**src/rtl/mem_master_pkg.sv**
```systemverilog
// Shared types and constants for the mem_master memory initiator.
package mem_master_pkg;

  localparam int DEF_DATA_W = 32;
  localparam int DEF_ADDR_W = 4;

  // Command / response operation encoding.
  localparam logic OP_READ  = 1'b0;
  localparam logic OP_WRITE = 1'b1;

  // Controller states; VRD and VCMP are only reachable in the verify build.
  typedef enum logic [2:0] {
    IDLE,
    ACCESS,
    CAPTURE,
    RESP,
    VRD,
    VCMP
  } state_t;

endpackage : mem_master_pkg

```
**src/rtl/mem_master.sv**
```systemverilog
// mem_master: single-outstanding command initiator for the 16x32 synchronous
// single-port memory. Drives the memory pins from registers, captures the
// registered Data_out for reads, and returns a response on a valid/ready channel.
// Optional feature: define MEM_MASTER_VERIFY_EN to follow every write with a
// readback and report a data mismatch on rsp_err.
module mem_master
  import mem_master_pkg::*;
#(
  parameter int DATA_W = DEF_DATA_W,
  parameter int ADDR_W = DEF_ADDR_W
) (
  input  logic              Clk,
  input  logic              rst,
  input  logic              cmd_valid,
  output logic              cmd_ready,
  input  logic              cmd_write,
  input  logic [ADDR_W-1:0] cmd_addr,
  input  logic [DATA_W-1:0] cmd_wdata,
  output logic              rsp_valid,
  input  logic              rsp_ready,
  output logic              rsp_write,
  output logic [DATA_W-1:0] rsp_rdata,
  output logic              rsp_err,
  output logic [DATA_W-1:0] mem_data_in,
  output logic [ADDR_W-1:0] mem_address,
  output logic              mem_write_en,
  output logic              mem_read_en,
  input  logic [DATA_W-1:0] mem_data_out
);

  state_t state;
  logic   op_q;   // operation of the command in flight

`ifndef MEM_MASTER_VERIFY_EN
  // Without readback there is nothing to compare, so no error can be reported.
  assign rsp_err = 1'b0;
`endif

  // Controller FSM with all outputs registered.
  // NOTE: every state/output register uses <= so all updates take effect
  // together at the edge, independent of statement order.
  always_ff @(posedge Clk or negedge rst) begin
    if (!rst) begin
      state        <= IDLE;
      op_q         <= OP_READ;
      cmd_ready    <= 1'b1;
      rsp_valid    <= 1'b0;
      rsp_write    <= 1'b0;
      rsp_rdata    <= '0;
`ifdef MEM_MASTER_VERIFY_EN
      rsp_err      <= 1'b0;
`endif
      mem_data_in  <= '0;
      mem_address  <= '0;
      mem_write_en <= 1'b0;
      mem_read_en  <= 1'b0;
    end else begin
      case (state)
        IDLE: begin
          if (cmd_valid) begin
            mem_address  <= cmd_addr;
            mem_data_in  <= cmd_wdata;
            op_q         <= cmd_write;
            cmd_ready    <= 1'b0;
            mem_write_en <= (cmd_write == OP_WRITE);
            mem_read_en  <= (cmd_write == OP_READ);
            state        <= ACCESS;
          end
        end

        ACCESS: begin
          mem_write_en <= 1'b0;
          if (op_q == OP_WRITE) begin
`ifdef MEM_MASTER_VERIFY_EN
            // Read the just-written word back from the same address.
            mem_read_en <= 1'b1;
            state       <= VRD;
`else
            mem_read_en <= 1'b0;
            rsp_valid   <= 1'b1;
            rsp_write   <= OP_WRITE;
            rsp_rdata   <= '0;
            state       <= RESP;
`endif
          end else begin
            mem_read_en <= 1'b0;
            state       <= CAPTURE;
          end
        end

        CAPTURE: begin
          rsp_valid <= 1'b1;
          rsp_write <= OP_READ;
          rsp_rdata <= mem_data_out;
`ifdef MEM_MASTER_VERIFY_EN
          rsp_err   <= 1'b0;
`endif
          state     <= RESP;
        end

`ifdef MEM_MASTER_VERIFY_EN
        VRD: begin
          mem_read_en <= 1'b0;
          state       <= VCMP;
        end

        VCMP: begin
          // mem_data_in still holds the write data of this command.
          rsp_valid <= 1'b1;
          rsp_write <= OP_WRITE;
          rsp_rdata <= mem_data_out;
          rsp_err   <= (mem_data_out != mem_data_in);
          state     <= RESP;
        end
`endif

        RESP: begin
          if (rsp_ready) begin
            rsp_valid <= 1'b0;
            cmd_ready <= 1'b1;
            state     <= IDLE;
          end
        end

        default: begin
          state <= IDLE;
        end
      endcase
    end
  end

endmodule : mem_master
```
**config.mk**
```make
export PLATFORM = sky130hd
export DESIGN_NAME = mem_master
export DESIGN_NICKNAME = d
export VERILOG_FILES = /design/src/rtl/mem_master_pkg.sv /design/src/rtl/mem_master.sv
export SDC_FILE = /design/constraint.sdc
export NUM_CORES = 1
export LEC_CHECK = 0
export ABC_AREA = 1
export BUFFER_PORTS_ARGS = -buffer_cell sky130_fd_sc_hd__clkbuf_2
export CAP_MARGIN = 20
export CORE_UTILIZATION = 46
export CTS_CLUSTER_SIZE = 20
export DETAILED_ROUTE_END_ITERATION = 8
export GPL_TIMING_DRIVEN = 0
export PLACE_DENSITY = 0.76
export SYNTH_ARGS = -nofsm -noshare
export SYNTH_HDL_FRONTEND = slang
export SYNTH_SLANG_ARGS = --single-unit
```
**constraint.sdc**
```tcl
create_clock -name Clk -period 1.5 [get_ports Clk]
set_input_delay 0 -clock Clk [delete_from_list [all_inputs] [get_ports Clk]]
set_output_delay 0 -clock Clk [all_outputs]
set_load 0.1 [all_outputs]
```
**Yosys cells after proc, flatten, opt, wreduce, memory -nomap -nowiden**

Cells that the tools add are included.

- Input port bits: 73
- Logic and storage cells: 45
- Register bits after elaboration: 77
- Output and inout port bits: 74

- Equality and inequality tests: 6
- Bitwise logic cells: 1
- Reduce and logical (&&, ||, !) cells: 11
- Multiplexer cells: 17

Operators with widths:

| operator | count |
|---|---|
| 32-bit case mux with 2 select lines | 1 |
| 32-bit 2-to-1 mux | 1 |
| 3-bit case mux with 4 select lines | 1 |
| 1-bit case mux with 2 select lines | 4 |
| 2-bit AND reduction | 4 |
| 1-bit 2-to-1 mux | 7 |
| 3-bit by 2-bit == test with 1-bit output (second input constant) | 2 |
| 3-bit 2-to-1 mux | 2 |
| 2-bit != test (second input constant) | 3 |
| 3-bit AND reduction | 2 |
| 2-bit nonzero test | 3 |
| 3-bit by 1-bit == test with 1-bit output (second input constant) | 1 |
| 3-bit zero test | 1 |
| 1-bit case mux with 3 select lines | 1 |
| 3-bit nonzero test | 1 |
| 1-bit NOT | 1 |

**Logic depth before layout (Yosys ltp)**

- Word-level depth: 3
- Mapped depth: 8
- Mapped depth without buffers: 7

**Least setup slack after synthesis**

OpenSTA, ideal clock, no wires.

- Kind: register to register
- From: reg state[0]
- To: reg mem_data_in[10]
- Library setup time: 119 ps
- Stages on the path, launching flop included: 8
- Slack: 178 ps
- Arrival time: 1203 ps
- Buffers on the path: 2
- Data required time: 1381 ps
- Clock period less this slack: 1322 ps
- Cells stage by stage: dfrtp_1 inv_1 ha_1 nand2_2 buf_6 buf_12 nand2_2 nand2_1

- Longest elaborated chain between the ends: 2

Ends and longest elaborated chain:

| what | line | text |
|---|---|---|
| start: declaration | mem_master.sv:31 | `state_t state;` |
| start signal: assignment | mem_master.sv:44 | `state <= IDLE;` |
| start signal: assignment | mem_master.sv:67 | `state <= ACCESS;` |
| start signal: assignment | mem_master.sv:83 | `state <= RESP;` |
| 3-bit zero test | mem_master.sv:58 | `case (state)` |
| 2-bit AND reduction (no source line) | n/a |  |
| end signal: assignment | mem_master.sv:62 | `mem_data_in <= cmd_wdata;` |
| end: declaration | mem_master.sv:24 | `output logic [DATA_W-1:0] mem_data_in,` |

Every way passes these cells.
A chain may end at the register's enable or synchronous reset.

**Final worst setup path**

- From: reg state[1]
- To: reg mem_data_in[10]

Same word-level chain as after synthesis.

==> out/results.ini <==
[run_status]
outcome=finished, final reports clean

[die]
core_area_sq_mm=0.006756
ioPinCount=147
dieArea_sq_mm=0.007332
start_util_pct=47.61
die_x_um=85.63
die_h_um=85.63
row_count=30

[routing]
dr.pass1.iters=4
drt_iter0_drc=116
vias_per_cell=4.714
vias=3135
drc=0
totalWireLength_mm=9.013
post_drt_wl_per_cell_um=13.55
ant_nets=0

[worst_setup_path]
reg2regPathDepth=7
endpoint=mem_data_in[10]
startpoint=state[1]
cp-start-kind=flop
slowest_stage=dfrtp_2
r2r_setup_slack_ns=0.04
crit_required_ns=1.72
arrival_ns=1.67
crit_fanout=10
reg2reg_from=state[1]
crit_type=reg2reg
r2r-end=mem_data_in[10]
max_stage_delay_ns=0.44
crit_top_cell=nand2_2
path_cells=inv_1, ha_2, nand2_2, buf_6, buf_12, nand2_2, nand2_1
worst_setup_path_end_kind=flop

[final_layout]
drive_gt1_share_pct=36.24
fillers=454
multiInputGateArea_sq_mm=0.001092
area.sequential_sq_mm=0.001906
area_growth_pct=56.13
layout.nets=659
num_antenna_cells=0

[clocking]
cts.clk_slew.worst_paths_ns=0.07
clock_latency_ns=0.34
h-tree-depth=3
cts_setup_buffers=0
ctsRootBufferMaster=clkbuf_8
tritoncts=done
cts.sinks=76
cts_buffers=9
ctsLongestPathBuffers=2

[worst_hold_path]
hp-class=in2reg

[timing]
worst_slack_ns=0.04482
fmax_ghz=0.6872
timing.slew.headroom_pct=62.62
worstMarginPinSlew_ns=0.5631
period_needed_ns=1.455
min_period_over_period_pct=97.01
rsz0062_at_grt=yes
drv_slew=0
setup_viol=0
finalClockSkew_ns=0.008121
final_hold_viol_count=0

[logic_synthesis]
ys_warn_count=0
synth_area_sq_mm=0.003217
synth-seq-cells=76
ys_seq_area_share_pct=59.16
synth_cell_type_count=19
synth_cells=352
synth.avg_cell_area_sq_um=9.139
synthesis.nets=431

[global_route]
grt_max_degree=67
grt_pass1_vias=3067
track_usage_pct=25.69
grt_overflow=0
antenna_found_initial=0
grt_pass1_wl_mm=14.66

[placed_design]
gp_congestion=0.7519
dp_hpwl_mm=5.164
dp_slack_ns=0.01056
port-buffer-count=145

[job]
drv_cap=0

==> routing by layer <==
layer	share of wire [%]	global-route usage [%]	wire [um]
met5	0	0	0
met2	49	43.78	4374
met4	1.9	9.697	173
met3	6.9	4.620	618
met1	43	32.88	3847
==> area by class of cell <==
class | instances | share of cell area [%]
buffer | 18 | 3.637
clock buffer | 11 | 2.815
clock inverter | 5 | 1.495
inverter | 15 | 1.171
multi-input combinational | 243 | 21.75
sequential | 76 | 37.94
tap | 80 | 1.993
timing repair buffer | 217 | 29.20
==> kinds of logic (layout without fill, tap and decap cells) <==
group / Yosys count / after routing / share of synthesized area (%)
compound gates: 7 / 7 / 1.206
fa+ha+maj: 6 / 6 / 2.334
simple gates: 229 / 229 / 30.07
other cells: 1 / 1 / 0.1166
flops: 76 / 76 / 59.16
buf+inv: 33 / 266 / 7.118
==> per-stage QoR <==
stage	cells	util, %	hold WS [ns]	instance area, sq um	TNS [ns]
final	665	74.33	0.03390	5022	0
after global routing	665	74.33	0.06742	5022	-0.4551
after CTS	665	74.02	0.01765	5001	0
after detailed placement	578	60.28	-0.1126	4073	0
after global placement	577	59.83	0.1947	4043	-19.16
after floorplan	352	-	-0.2956	3217	0
==> state kept, by name, indices dropped and copies added (netlist names) <==
name          cells
mem_read_en       1
state             2
rsp_rdata        32
op_q              1
rsp_write         1
rsp_valid         1
mem_write_en      1
cmd_ready         1
mem_data_in      32
mem_address       4
==> synth_stat cells <==
library cell	count	area (sq um)
nand2_1	168	630.6
dfrtp_1	75	1877
nand3_1	36	180.2
nand2_2	22	137.6
inv_1	12	45.04
buf_6	6	67.56
ha_1	6	75.07
buf_2	5	25.02
buf_4	5	37.54
o21ai_0	5	25.02
buf_12	2	40.04
inv_2	2	7.510
nor2_1	2	7.510
conb_1	1	3.750
dfstp_2	1	26.28
inv_4	1	6.260
nand2_4	1	11.26
o21ai_1	1	5.000
o21ai_2	1	8.760
==> cell usage in the layout (no fill, tap or decap), types with 2 or more instances in the layout <==
| cell | synthesis | final |
|---|---|---|
| clkinv_2 | 0 | 3 |
| clkbuf_2 | 0 | 144 |
| inv_1 | 12 | 12 |
| dlygate4sd3_1 | 0 | 71 |
| o21ai_0 | 5 | 5 |
| buf_12 | 2 | 2 |
| bufinv_16 | 0 | 2 |
| dfrtp_1 | 75 | 73 |
| ha_2 | 0 | 2 |
| dfrtp_2 | 0 | 2 |
| ha_1 | 6 | 4 |
| nand2_1 | 168 | 167 |
| nand2_2 | 22 | 23 |
| buf_6 | 6 | 6 |
| nor2_1 | 2 | 2 |
| buf_4 | 5 | 7 |
| inv_2 | 2 | 2 |
| clkbuf_4 | 0 | 4 |
| nand3_1 | 36 | 36 |
| clkbuf_8 | 0 | 10 |
==> worst max-delay path, delay by kind of cell (launching register included) <==
family,cells,cell delay [ns]
and+or+nand+nor,3,0.22
adders and majority gates,1,0.26
buffers and inverters,3,0.42
DFF,1,0.44
==> worst min path at each step <==
stage                        startpoint               to  slack, ns  depth (start not counted)
after global placement    cmd_wdata[26]  mem_data_in[26]       0.19                          3
after floorplan                     rst   mem_address[0]      -0.30                          0
after global routing                rst   mem_data_in[1]       0.07                          2
after detailed placement            rst   mem_data_in[4]      -0.11                          1
final                         cmd_valid         state[1]       0.03                          5
after CTS                     cmd_valid         state[1]       0.02                          5
==> what timing repair did <==
action	in CTS	in global routing
resized for setup	1	11
endpoints found under the hold margin	147	0
hold buffers	71	0
setup endpoints to repair	2	71
Power is not shown: default switching activity piles up to over one toggle a cycle in this logic, so the estimate is an artifact.
